--- src/rtl/fetch_pc_unit_pkg.sv ---
// Shared definitions for the fetch PC stage.
//   PC_W_DEFAULT / DEPTH_DEFAULT : default PC width and return-stack depth
//   PC_SEQ / PC_JMP / PC_RET / PC_RSV : pc_src encodings from the controller
//   OP_BRANCH : instruction[18:16] value of a conditional branch
package fetch_pc_unit_pkg;

  localparam int unsigned PC_W_DEFAULT  = 12;
  localparam int unsigned DEPTH_DEFAULT = 8;

  localparam logic [1:0] PC_SEQ = 2'b00;
  localparam logic [1:0] PC_JMP = 2'b01;
  localparam logic [1:0] PC_RET = 2'b10;
  localparam logic [1:0] PC_RSV = 2'b11;

  localparam logic [2:0] OP_BRANCH = 3'b101;

  function automatic logic is_branch(input logic [2:0] opcode);
    return opcode == OP_BRANCH;
  endfunction

endpackage

--- src/rtl/fetch_pc_unit_return_stack.sv ---
// Hardware return-address LIFO for jsb/ret.
//   clk, rst      : clock, synchronous active-high reset (clears sp and flags, not memory)
//   en            : update enable; low freezes sp, contents and flags
//   push, pop     : push wdata / pop top; both together replace the top entry
//   ret_req       : a return is being taken this cycle (flags underflow when empty)
//   wdata         : return address to store
//   top           : combinational read of the newest entry, mem[sp-1]
//   sp            : occupancy 0..DEPTH
//   full, empty   : decoded from registered sp
//   overflow      : sticky, push attempted while full
//   underflow     : sticky, pop or return attempted while empty
module return_stack #(
  parameter int unsigned W     = 12,
  parameter int unsigned DEPTH = 8
) (
  input  logic                     clk,
  input  logic                     rst,
  input  logic                     en,
  input  logic                     push,
  input  logic                     pop,
  input  logic                     ret_req,
  input  logic [W-1:0]             wdata,
  output logic [W-1:0]             top,
  output logic [$clog2(DEPTH):0]   sp,
  output logic                     full,
  output logic                     empty,
  output logic                     overflow,
  output logic                     underflow
);

  localparam int unsigned AW = $clog2(DEPTH);
  localparam logic [AW-1:0] IdxOne = 1;
  localparam logic [AW:0]   SpOne  = 1;
  localparam logic [AW:0]   SpMax  = (AW + 1)'(DEPTH);

  logic [W-1:0]  mem_q [DEPTH];
  logic [AW:0]   sp_q, sp_d;
  logic          overflow_q, overflow_d;
  logic          underflow_q, underflow_d;
  logic          we;
  logic [AW-1:0] waddr;
  logic [AW-1:0] top_idx;

  assign full    = (sp_q == SpMax);
  assign empty   = (sp_q == '0);
  // When sp == DEPTH the low bits are zero, so this wraps to DEPTH-1 as intended.
  assign top_idx = sp_q[AW-1:0] - IdxOne;
  assign top     = mem_q[top_idx];

  always_comb begin
    sp_d        = sp_q;
    overflow_d  = overflow_q;
    underflow_d = underflow_q;
    we          = 1'b0;
    waddr       = sp_q[AW-1:0];
    if (en) begin
      if (push && pop && !empty) begin
        // Replace: top is read before the write lands, so a same-cycle return still
        // sees the old entry.
        we    = 1'b1;
        waddr = top_idx;
      end else if (push) begin
        if (full) begin
          overflow_d = 1'b1;
        end else begin
          we   = 1'b1;
          sp_d = sp_q + SpOne;
        end
      end else if (pop) begin
        if (empty) begin
          underflow_d = 1'b1;
        end else begin
          sp_d = sp_q - SpOne;
        end
      end
      if (ret_req && empty) begin
        underflow_d = 1'b1;
      end
    end
  end

  always_ff @(posedge clk) begin
    if (rst) begin
      sp_q        <= '0;
      overflow_q  <= 1'b0;
      underflow_q <= 1'b0;
    end else begin
      sp_q        <= sp_d;
      overflow_q  <= overflow_d;
      underflow_q <= underflow_d;
    end
  end

  // Contents are deliberately not reset; sp alone defines what is valid.
  always_ff @(posedge clk) begin
    if (!rst && we) begin
      mem_q[waddr] <= wdata;
    end
  end

  assign sp        = sp_q;
  assign overflow  = overflow_q;
  assign underflow = underflow_q;

endmodule

--- src/rtl/fetch_pc_unit.sv ---
// Program counter and next-PC selection upstream of the controller.
//   clk, rst     : clock, synchronous active-high reset
//   hold         : memory stall, freezes PC and stack
//   instruction  : current 19-bit instruction word at address pc
//   pc_src       : 00 sequential, 01 jump/taken branch, 10 return, 11 reserved
//   stack_push   : push pc+1 (jsb)
//   stack_pop    : pop return address (ret)
//   pc           : registered PC, instruction memory address
//   sp           : return-stack occupancy 0..DEPTH
//   stack_full, stack_empty : occupancy decodes
//   overflow, underflow     : sticky stack error flags, cleared by rst only
module fetch_pc_unit
  import fetch_pc_unit_pkg::*;
#(
  parameter int unsigned PC_W  = PC_W_DEFAULT,
  parameter int unsigned DEPTH = DEPTH_DEFAULT
) (
  input  logic                   clk,
  input  logic                   rst,
  input  logic                   hold,
  input  logic [18:0]            instruction,
  input  logic [1:0]             pc_src,
  input  logic                   stack_push,
  input  logic                   stack_pop,
  output logic [PC_W-1:0]        pc,
  output logic [$clog2(DEPTH):0] sp,
  output logic                   stack_full,
  output logic                   stack_empty,
  output logic                   overflow,
  output logic                   underflow
);

  localparam logic [PC_W-1:0] PcOne = 1;

  logic [PC_W-1:0] pc_q, pc_d;
  logic [PC_W-1:0] pc_plus1;
  logic [PC_W-1:0] branch_off;
  logic [PC_W-1:0] target;
  logic [PC_W-1:0] stack_top;
  logic            ret_req;

  assign pc_plus1   = pc_q + PcOne;
  assign branch_off = {{(PC_W - 8){instruction[7]}}, instruction[7:0]};
  assign target     = is_branch(instruction[18:16]) ? (pc_plus1 + branch_off)
                                                    : PC_W'(instruction[11:0]);
  assign ret_req    = (pc_src == PC_RET);

  return_stack #(
    .W     (PC_W),
    .DEPTH (DEPTH)
  ) u_return_stack (
    .clk       (clk),
    .rst       (rst),
    .en        (!hold),
    .push      (stack_push),
    .pop       (stack_pop),
    .ret_req   (ret_req),
    .wdata     (pc_plus1),
    .top       (stack_top),
    .sp        (sp),
    .full      (stack_full),
    .empty     (stack_empty),
    .overflow  (overflow),
    .underflow (underflow)
  );

  always_comb begin
    pc_d = pc_q;
    if (!hold) begin
      unique case (pc_src)
        PC_JMP:  pc_d = target;
        // An empty-stack return falls through to sequential; the stack flags it.
        PC_RET:  pc_d = stack_empty ? pc_plus1 : stack_top;
        default: pc_d = pc_plus1;
      endcase
    end
  end

  always_ff @(posedge clk) begin
    if (rst) begin
      pc_q <= '0;
    end else begin
      pc_q <= pc_d;
    end
  end

  assign pc = pc_q;

endmodule

--- config.mk ---
export PLATFORM = sky130hd
export DESIGN_NAME = fetch_pc_unit
export DESIGN_NICKNAME = d
export VERILOG_FILES = /design/src/rtl/fetch_pc_unit_pkg.sv /design/src/rtl/fetch_pc_unit_return_stack.sv /design/src/rtl/fetch_pc_unit.sv
export SDC_FILE = /design/constraint.sdc
export NUM_CORES = 1
export LEC_CHECK = 0
export BUFFER_PORTS_ARGS = -buffer_cell sky130_fd_sc_hd__clkbuf_2
export CORE_ASPECT_RATIO = 2
export CORE_MARGIN = 2
export CORE_UTILIZATION = 55
export CTS_BUF_LIST = sky130_fd_sc_hd__clkbuf_8
export CTS_CLUSTER_SIZE = 40
export DETAILED_ROUTE_END_ITERATION = 10
export PLACE_DENSITY_LB_ADDON = 0.1
export SYNTH_ARGS = -nofsm -noshare
export SYNTH_HDL_FRONTEND = slang
export SYNTH_SLANG_ARGS = --single-unit
--- constraint.sdc ---
create_clock -name clk -period 5.63 [get_ports clk]
set_clock_uncertainty 0.1 [all_clocks]
set_input_delay 0.8445 -clock clk [delete_from_list [all_inputs] [get_ports clk]]
set_output_delay 0.8445 -clock clk [all_outputs]
set_load 0.03 [all_outputs]
==> impl_results.md, run 1 <==
- Status: complete, no violations
- Number of buffers created by CTS: 17
- Ys async rst share: 0
- Remaining DRCs: 0
- Arrival time at the worst endpoint: 4420 ps
- CTS root buf: clkbuf_8
- Max-slew violation count: 0
- Synth warn: 0
- Post_cts resized: 0
- Final hold vios: 0
- CORE AREA: 10410 µm²
- Final period utilization: 0.7390
- Via count: 3963
- First-pass DRT Iterations: 5
- Final Instance Area: 6580 µm²
- Die width: 76.64 µm
- First-pass GRT wire length: 22050 µm
- Layout area overhead: 13.36%
- Net count, final: 547
- GPL Wtd Cong: 0.9075
- Clock-pin slew on the worst setup and hold paths: 70 ps
- Worst-Margin Slew: 1105 ps
- Post-Route WL: 14470 µm
- TNS Setup: 0 ps
- FMAX: 240.4 MHz
- Worst-case vdd ir drop: 0.2477 mV
- Syn nets: 493
- Setup crit start kind: flop
- Placed Area: 6200 µm²
- Die area: 11440 µm²
- Power per Cell Area: 327.1 nW/µm²
- Crit-path slowest cell: o41ai_1
- Avg Synthesized Cell Area: 13.04 µm²
- Primary FF master, synth: edfxtp_1
- Via density: 6.106
- Worst Path Max Fanout: 10
- Hold slack: 393.4 ps
- Power Total: 2.152 mW
- Netlist cell types: 64
- Slew HR: 0.2583
- H-tree depth: 4
- Crit-path max cell delay: 830 ps
- Synth top cells by count: edfxtp_1 (96), nand2_1 (47), nor2_1 (34)
- Starting Density: 0.5575
- Vias in the first global route: 3938
- I/O pin total: 46
- Clk buf depth: 2
- Grt ovf: 0
- Final core occ: 0.6320
- Top-area cell type share of the netlist area: 0.4967
- Setup-failing EPs final: 0
- Buffers on Ports: 41
- LEAKAGE: 2.469 nW
- CP Class: reg -> reg
- Synthesized cell area: 5804 µm²
- Largest net degree at the start of global routing: 32
- Antenna violations before repair: 0
- CP top delay family: compound AO/OA/AOI/OAI gates
- Drt initial violations: 336
- Die Ht: 149.3 µm
- Tmin final: 4160 ps
- Max-cap violations: 0
- Synth Instances: 445
- Diode count: 0
- Critical Path, Cell by Cell: ha_1 > nand4_1 > nor2_1 > nand3_1 > xnor2_1 > ha_1 > nand2_1 > a211oi_1 > o41ai_1 > xnor2_1 > a21oi_1
- Register area share after synthesis: 0.5587
- Most numerous cell in the Yosys netlist: edfxtp_1
- Share of layout cells above drive strength 1: 0.2480
- Antenna viol nets, final: 0
- Post-CTS setup buffer count: 0
- CP Data Required Time: 5890 ps
- Seq cells post-synth: 114
- CTS Sinks: 114
- Class of the worst hold path: reg -> reg
- Rows: 53
- Post-synth EDFFs: 96
- Drt wl/cell: 22.29 µm
- RSZ-0062 raised after global routing: no
- Buf+Inv Stages, Crit Path: 0
- Largest area contributor in the netlist: edfxtp_1
- Clk Latency, worst-skew pair: 420 ps
- TritonCTS clock tree: done
- Critical Path Sink Type: flop
- Hold_buf cts: 0
- GRT Util Overall: 0.2666
- Largest cells by area after synthesis: edfxtp_1 (50%), mux4_2 (9.3%), dfxtp_1 (6.2%)
- Final HPWL DP: 10140 µm
## final timing paths
kind | slack [ps] | cells after the start | from | end
worst max-delay path | 1470 | 11 | pc[1] | pc[11]
worst max register to register | 1470 | 11 | pc[1] | pc[11]
worst min register to register | 390 | 2 | u_return_stack.overflow | u_return_stack.overflow
worst min-delay path | 390 | 2 | u_return_stack.overflow | u_return_stack.overflow
## per-layer routing
metal / routed length (µm) / vias to the layer above / track usage
li1: - / 1814 / -
met1: 5221 / 1967 / 0.2814
met2: 7947 / 149 / 0.4854
met3: 594 / 33 / 0.06598
met4: 706 / 0 / 0.1391
met5: 0 / - / 0
## layout make-up
type,instances,area (µm²)
clock inverters,15,146.4
well taps,137,171.4
clock buffers,17,234.0
fillers,845,3831
flip-flops and latches,114,3244
multi-input cells,297,2421
repair buffers,55,310.3
inverters,14,52.55
## metrics by stage
stage	setup slack (ps)	instances
global placement	1735	617
detailed placement	1591	617
floorplan	2239	445
global route	1241	649
finish	1470	649
CTS	1585	649
## worst min-delay path, delay by kind of cell, from the launching register on
kind | cells | cell delay [ps]
AO/OA/AOI/OAI | 1 | 50
AND/OR/NAND/NOR | 1 | 70
flip-flops | 1 | 350
## report_power, final
part           internal, mW  total, mW  switching (mW)
Clock                 0.389      0.715           0.327
Sequential            0.945      0.967          0.0219
Combinational         0.186      0.470           0.284
Total                  1.52       2.15           0.632
## sequential cells by signal, indices dropped and copies added, names as in the netlist
register                  cells
u_return_stack.sp             4
u_return_stack.mem_q         96
u_return_stack.overflow       1
pc                           12
u_return_stack.underflow      1
## cells in the final DEF, fill, tap and decap left out, types with 12 or more instances in the layout
cell      instances
edfxtp_1         96
buf_4            14
o21ai_0          12
clkbuf_8         17
dfxtp_1          17
inv_1            17
a21oi_1          17
clkbuf_2         41
nand3_1          17
xnor2_1          18
nand2_1          47
mux4_2           24
nor2_1           34
ha_1             20
## cells by family (layout without fill, tap and decap cells)
family | Yosys count | in the layout | synth area share
fa+ha+maj | 22 | 22 | 0.05001
xor+xnor | 25 | 25 | 0.03772
buf+inv | 34 | 101 | 0.02414
mux | 35 | 35 | 0.1127
compound gates | 79 | 79 | 0.09657
simple gates | 136 | 136 | 0.1201
flops | 114 | 114 | 0.5587
Note: power is estimated with default switching activity, not from simulation.
==> run 2: changes to the inputs <==
Clock period 5.63 ns to 3.35 ns, I/O delays scaled along.
==> run 2 against run 1 <==
Critical endpoint is now pc[10]. Cell count is 3.4% higher. Cell area is 3.9% higher. Via count is 0.20% higher. Non-clock buffer count is 22 higher.
==> impl_results.md, run 2 (same netlist as run 1, synthesis figures left out) <==
- TritonCTS clock tree: done (unchanged)
- Placed Area: 6365 µm² (was 6200 µm²)
- Grt ovf: 0 (unchanged)
- Rows: 53 (unchanged)
- Setup crit start kind: flop (unchanged)
- CP top delay family: simple AND/OR/NAND/NOR gates (was compound AO/OA/AOI/OAI gates)
- Drt wl/cell: 21.41 µm (was 22.29 µm)
- Clk buf depth: 2 (unchanged)
- Worst-Margin Slew: 553.5 ps (was 1105 ps)
- RSZ-0062 raised after global routing: no (unchanged)
- Vias in the first global route: 4094 (was 3938)
- Commonest non-fill, non-tap cell in the layout: edfxtp_1 (unchanged)
- CORE AREA: 10410 µm² (unchanged)
- Final period utilization: 0.9542 (was 0.7390)
- Power per Cell Area: 559.6 nW/µm² (was 327.1 nW/µm²)
- Critical Path Sink Type: flop (unchanged)
- Met3 Use GR: 0.04540 (was 0.06598)
- GPL Wtd Cong: 0.8776 (was 0.9075)
- Antenna violations before repair: 0 (unchanged)
- LEAKAGE: 2.633 nW (was 2.469 nW)
- CTS root buf: clkbuf_8 (unchanged)
- Die width: 76.64 µm (unchanged)
- Die Ht: 149.3 µm (unchanged)
- I/O pin total: 46 (unchanged)
- Critical Path, Cell by Cell: nand3_4 > nor2_1 > nand3_1 > xnor2_1 > ha_1 > nand2_1 > nor3_1 > a21oi_1 > mux2_2 > o21ai_0 > a221oi_1 (was ha_1 > nand4_1 > nor2_1 > nand3_1 > xnor2_1 > ha_1 > nand2_1 > a211oi_1 > o41ai_1 > xnor2_1 > a21oi_1)
- Buf+Inv Stages, Crit Path: 0 (unchanged)
- First-pass GRT wire length: 22220 µm (was 22050 µm)
- GR met1 Demand/Resource: 0.2795 (was 0.2814)
- Clk Latency, worst-skew pair: 430 ps (was 420 ps)
- Die area: 11440 µm² (unchanged)
- CP Data Required Time: 3540 ps (was 5890 ps)
- Post-CTS setup buffer count: 0 (unchanged)
- Via count: 3971 (was 3963)
- Largest net degree at the start of global routing: 31 (was 32)
- Worst Path Max Fanout: 7 (was 10)
- Hold_buf cts: 0 (unchanged)
- Hold path cells: 2 (unchanged)
- Worst R2R Path Depth: 11 (unchanged)
- Class of the worst hold path: reg -> reg (unchanged)
- GRT Util Overall: 0.2665 (was 0.2666)
- Layout area overhead: 17.78% (was 13.36%)
- Net count, final: 569 (was 547)
- Max reg flops: 96 (unchanged)
- Share of layout cells above drive strength 1: 0.2846 (was 0.2480)
- Via density: 5.918 (was 6.106)
- TNS Setup: 0 ps (unchanged)
- Slew HR: 0.6310 (was 0.2583)
- Starting Density: 0.5575 (unchanged)
- Most Used Layer, Global Route: met2 (unchanged)
- Worst-case vdd ir drop: 0.5278 mV (was 0.2477 mV)
- Number of buffers created by CTS: 17 (unchanged)
- Tmin final: 3196 ps (was 4160 ps)
- Largest Register: u_return_stack.mem_q (unchanged)
- Post-Route WL: 14360 µm (was 14470 µm)
- Diode count: 0 (unchanged)
- Crit-path slowest cell: dfxtp_1 (was o41ai_1)
- First-pass DRT Iterations: 4 (was 5)
- Antenna viol nets, final: 0 (unchanged)
- Crit-path max cell delay: 530 ps (was 830 ps)
- Max-cap violations: 0 (unchanged)
- Status: complete, no violations (unchanged)
- Met2 GRT Util: 0.4863 (was 0.4854)
- Drt initial violations: 223 (was 336)
- Buffers on Ports: 41 (unchanged)
- Setup-failing EPs final: 0 (unchanged)
- Final HPWL DP: 10590 µm (was 10140 µm)
- Most frequent cells in the layout: edfxtp_1 (96), nand2_1 (47), clkbuf_2 (41), buf_4 (36), nor2_1 (33) (was edfxtp_1 (96), nand2_1 (47), clkbuf_2 (41), nor2_1 (34), mux4_2 (24))
- CP Class: reg -> reg (unchanged)
- Arrival time at the worst endpoint: 3390 ps (was 4420 ps)
- Max-slew violation count: 0 (unchanged)
- Critical path depth: 11 (unchanged)
- Final Instance Area: 6837 µm² (was 6580 µm²)
- FMAX: 312.8 MHz (was 240.4 MHz)
- Remaining DRCs: 0 (unchanged)
- Clock-pin slew on the worst setup and hold paths: 70 ps (about the same)
- CTS Sinks: 114 (unchanged)
- H-tree depth: 4 (unchanged)
- Final hold vios: 0 (unchanged)
==> run 2: cell type report <==
class | instances | area [µm²]
clock buffers | 17 | 234.0
clock inverters | 15 | 198.9
fillers | 837 | 3575
inverters | 14 | 52.55
multi-input cells | 297 | 2460
flip-flops and latches | 114 | 3244
well taps | 137 | 171.4
repair buffers | 77 | 475.5
==> run 2: power breakdown <==
part           leakage (nW)  switching [mW]  internal, mW
sequential             1.03          0.0340          1.59
combinational          1.38           0.480         0.330
clock                 0.224           0.526         0.867
total                  2.63            1.04          2.79
==> run 2: worst paths after layout <==
kind | startpoint | end | slack [ps]
max reg2reg | pc[2] | pc[10] | 150
max | pc[2] | pc[10] | 150
min reg2reg | u_return_stack.underflow | u_return_stack.underflow | 390
min | u_return_stack.underflow | u_return_stack.underflow | 390
==> run 2: worst register-to-register path, cell delays in order, from the launching register on <==
cell,delay (ps)
dfxtp_1,530
nand3_4,160
nor2_1,220
nand3_1,170
xnor2_1,430
ha_1,350
nand2_1,70
nor3_1,50
a21oi_1,170
mux2_2,350
o21ai_0,350
a221oi_1,130
==> run 2: metrics by stage <==
step	instances	hold slack, ps	setup WS, ps	power, mW	util
final	671	388.0	153.5	3.826	0.6567
after detailed placement	639	370.2	-226.4	2.453	0.6113
after floorplan	445	521.0	-41.50	2.207	-
after global routing	671	414.2	6.984	3.988	0.6567
after global placement	639	352.6	-228.6	2.434	0.6113
after CTS	671	374.6	10.65	3.856	0.6536
==> run 2: repair_timing <==
item | in CTS | in global routing
cloned | 0 | 0
setup endpoints to repair | 1 | 4
pin swaps | 0 | 1
resized for setup | 1 | 6
==> run 2: routing by layer <==
metal,vias up,routed length [µm]
met5,-,0
met4,0,999
met3,44,389
met2,106,7740
met1,1967,5233
li1,1854,-
==> run 3: changes to the inputs <==
Settings changed: ABC_AREA set to 1, CORE_UTILIZATION 55 to 56.
==> run 3 against run 2 <==
Sequential cell count stayed put. Cell area decreased by 2.1%. Register-to-register slack better by 140 ps. Worst setup slack gained 140 ps. Utilization is 0.29 points higher. Routed wire length increased by 8.8%. Power grew 1.1%. Synthesized cell count increased by 40%. Via count is 21% higher. Area after synthesis up 0.63%. Combinational power increased by 2%. Critical path type unchanged.
==> impl_results.md, run 3 <==
- Status: complete, no violations (unchanged)
- Post-Route WL: 15630 µm (was 14360 µm)
- Top-area cell type share of the netlist area: 0.4936 (was 0.4967)
- R2R Setup Slk: 290 ps (was 150 ps)
- Worst Path Max Fanout: 11 (was 7)
- Power per Cell Area: 577.7 nW/µm² (was 559.6 nW/µm²)
- Diode count: 0 (unchanged)
- CORE AREA: 10150 µm² (was 10410 µm²)
- Clock-pin slew on the worst setup and hold paths: 80 ps (was 70 ps)
- Max-slew violation count: 0 (unchanged)
- CTS Sinks: 114 (unchanged)
- Dpl ws: 294.0 ps (was -226.4 ps)
- CP Class: reg -> reg (unchanged)
- Layout area overhead: 14.61% (was 17.78%)
- Synth top cells by count: nand2_1 (110), edfxtp_1 (96), nor2_1 (82) (was edfxtp_1 (96), nand2_1 (47), nor2_1 (34))
- Die area: 11310 µm² (was 11440 µm²)
- Remaining DRCs: 0 (unchanged)
- Grt ovf: 0 (unchanged)
- Tmin final: 3056 ps (was 3196 ps)
- P_sw: 1.213 mW (was 1.040 mW)
- Vias in the first global route: 4823 (was 4094)
- Worst-Margin Slew: 688.3 ps (was 553.5 ps)
- Switching share of power: 0.3138 (was 0.2719)
- Primary FF master, synth: edfxtp_1 (unchanged)
- Final hold vios: 0 (unchanged)
- Slew HR: 0.5394 (was 0.6310)
- H-tree depth: 4 (unchanged)
- Synth Instances: 623 (was 445)
- Worst R2R Path Depth: 17 (was 11)
- Die Ht: 148.4 µm (was 149.3 µm)
- Clk buf depth: 2 (unchanged)
- Register area share after synthesis: 0.5553 (was 0.5587)
- Final setup margin: 294.3 ps (was 153.5 ps)
- Setup crit start kind: flop (unchanged)
- Clock power frac: 0.367 (was 0.364)
- First-pass DRT Iterations: 5 (was 4)
- Starting Density: 0.5754 (was 0.5575)
- Largest cells by area after synthesis: edfxtp_1 (49%), nand2_1 (7.1%), dfxtp_1 (6.2%) (was edfxtp_1 (50%), mux4_2 (9.3%), dfxtp_1 (6.2%))
- Share of layout cells above drive strength 1: 0.1606 (was 0.2846)
- FMAX: 327.3 MHz (was 312.8 MHz)
- WHS Endpoint: u_return_stack.overflow (was u_return_stack.underflow)
- Largest area contributor in the netlist: edfxtp_1 (unchanged)
- Netlist cell types: 37 (was 64)
- GRT Util Overall: 0.2889 (was 0.2665)
- Placed Area: 6254 µm² (was 6365 µm²)
- Max-cap violations: 0 (unchanged)
- Largest net degree at the start of global routing: 53 (was 31)
- Rows: 52 (was 53)
- Most numerous cell in the Yosys netlist: nand2_1 (was edfxtp_1)
- Power Total: 3.867 mW (was 3.826 mW)
- Most frequent cells in the layout: nand2_1 (110), edfxtp_1 (96), nor2_1 (82), o21ai_0 (67), inv_1 (46) (was edfxtp_1 (96), nand2_1 (47), clkbuf_2 (41), buf_4 (36), nor2_1 (33))
- Number of buffers created by CTS: 17 (unchanged)
- LEAKAGE: 2.706 nW (was 2.633 nW)
- Part of the power in registers: 0.419 (was 0.424)
- First-pass GRT wire length: 24430 µm (was 22220 µm)
- Crit-path max cell delay: 440 ps (was 530 ps)
- Drt initial violations: 325 (was 223)
- Final period utilization: 0.9121 (was 0.9542)
- Hold path startpoint: rst (was u_return_stack.underflow)
- RSZ-0062 raised after global routing: no (unchanged)
- Synthesized cell area: 5841 µm² (was 5804 µm²)
- Drt wl/cell: 18.92 µm (was 21.41 µm)
- Max reg flops: 96 (unchanged)
- Syn nets: 671 (was 493)
- Post-synth EDFFs: 96 (unchanged)
- Critical Path, Cell by Cell: inv_2 > nor2_4 > buf_4 > nand2_4 > nor2_4 > xor2_2 > inv_1 > ha_1 > nand2_1 > nor2_1 > nand3_1 > nand4_1 > nand3_1 > nand2_1 > nand2_1 > a21oi_1 > nor2_1 (was nand3_4 > nor2_1 > nand3_1 > xnor2_1 > ha_1 > nand2_1 > nor3_1 > a21oi_1 > mux2_2 > o21ai_0 > a221oi_1)
- Antenna violations before repair: 0 (unchanged)
- Final Instance Area: 6694 µm² (was 6837 µm²)
- Combinational group share of total power: 0.214 (was 0.212)
- TNS Setup: 0 ps (unchanged)
- Reg2reg end: pc[10] (unchanged)
- TritonCTS clock tree: done (unchanged)
- CTS root buf: clkbuf_8 (unchanged)
- Net count, final: 726 (was 569)
- CP top delay family: simple AND/OR/NAND/NOR gates (unchanged)
- Class of the worst hold path: in -> reg (was reg -> reg)
- Largest Register: u_return_stack.mem_q (unchanged)
- Commonest non-fill, non-tap cell in the layout: nand2_1 (was edfxtp_1)
- Cell internal pwr: 2.654 mW (was 2.785 mW)
- Via count: 4816 (was 3971)
- Setup-failing EPs final: 0 (unchanged)
- Final HPWL DP: 10750 µm (was 10590 µm)
- Antenna viol nets, final: 0 (unchanged)
- Avg Synthesized Cell Area: 9.375 µm² (was 13.04 µm²)
- Die width: 76.22 µm (was 76.64 µm)
- Reg-to-Reg Start: pc[0] (was pc[2])
- Buffers on Ports: 41 (unchanged)
- I/O pin total: 46 (unchanged)
- Critical Path Sink Type: flop (unchanged)
- Hold path cells: 2 (unchanged)
- Clk Latency, worst-skew pair: 440 ps (was 430 ps)
- Crit-path slowest cell: ha_1 (was dfxtp_1)
- GPL Wtd Cong: 0.8974 (was 0.8776)
- Arrival time at the worst endpoint: 3290 ps (was 3390 ps)
- Crit path top cell by count: nand2_1
- # fillers: 882 (was 837)
- Synth warn: 0 (unchanged)
- Seq cells post-synth: 114 (unchanged)
- Via density: 5.831 (was 5.918)
- Ys async rst share: 0 (unchanged)
- CP Data Required Time: 3590 ps (was 3540 ps)
- Worst-case vdd ir drop: 0.3097 mV (was 0.5278 mV)
- Buf+Inv Stages, Crit Path: 3 (was 0)
run 3: changes by cell type after synthesis, moves of 16 or more:
cell and delta:
mux4_2 -24, nand2_1 +63, nand3_1 +21, xnor2_1 -16, o21ai_0 +55, nor2_1 +48, inv_1 +33, a21oi_1 +25
run 3: per-layer routing:
metal	up-vias	track usage	part of all wire
met4	0	0.1736	0.044
met5	-	0	0
met2	159	0.5376	0.56
li1	2283	-	-
met1	2328	0.3011	0.36
met3	46	0.04551	0.042
run 3: cell families (layout without fill, tap and decap cells):
group	after synthesis	count (layout)	share of synthesized area
simple gates	244	244	0.1755
compound gates	150	150	0.1440
flops	114	114	0.5553
buf+inv	80	148	0.05441
fa+ha+maj	22	22	0.04970
xor+xnor	11	11	0.01778
mux	2	2	0.003428
run 3: how the worst max path moves through the flow:
stage	depth (start not counted)	endpoint	slack [ps]	start
floorplan	13	u_return_stack.mem_q[5][0]	140	u_return_stack.sp[0]
global placement	18	pc[11]	370	pc[0]
detailed placement	18	pc[11]	290	pc[0]
CTS	19	pc[11]	270	pc[0]
global route	19	pc[11]	40	pc[0]
finish	17	pc[10]	290	pc[0]
run 3: per-stage QoR:
stage | instances | hold WS, ps | util
6_report | 826 | 161.1 | 0.6595
5_1_grt | 826 | 167.9 | 0.6595
4_1_cts | 826 | 149.6 | 0.6595
3_5_place_dp | 794 | 344.1 | 0.6161
3_3_place_gp | 794 | 335.8 | 0.6161
2_1_floorplan | 623 | 468.7 | -
run 3: area by class of cell:
type                            count  area (µm²)  share of cell area
Multi-Input combinational cell    429        2280              0.3406
Tap cell                          135       168.9             0.02523
Clock buffer                       17       234.0             0.03495
Sequential cell                   114        3243              0.4845
Inverter                           55       206.4             0.03084
Timing Repair Buffer               61       355.3             0.05308
Clock inverter                     15       206.4             0.03084
run 3: what timing repair did:
item,in CTS,in global routing
buffers inserted,0,0
setup endpoints to repair,0,1
gates resized for setup,0,1
hold buffers,0,0
run 3: power groups by stage:
stage	Clock (mW)	Sequential, mW	Combinational [mW]
floorplan	0	1.69	0.521
global placement	0	1.65	0.801
detailed placement	0	1.65	0.818
CTS	1.43	1.62	0.823
global route	1.48	1.63	0.914
finish	1.42	1.62	0.826
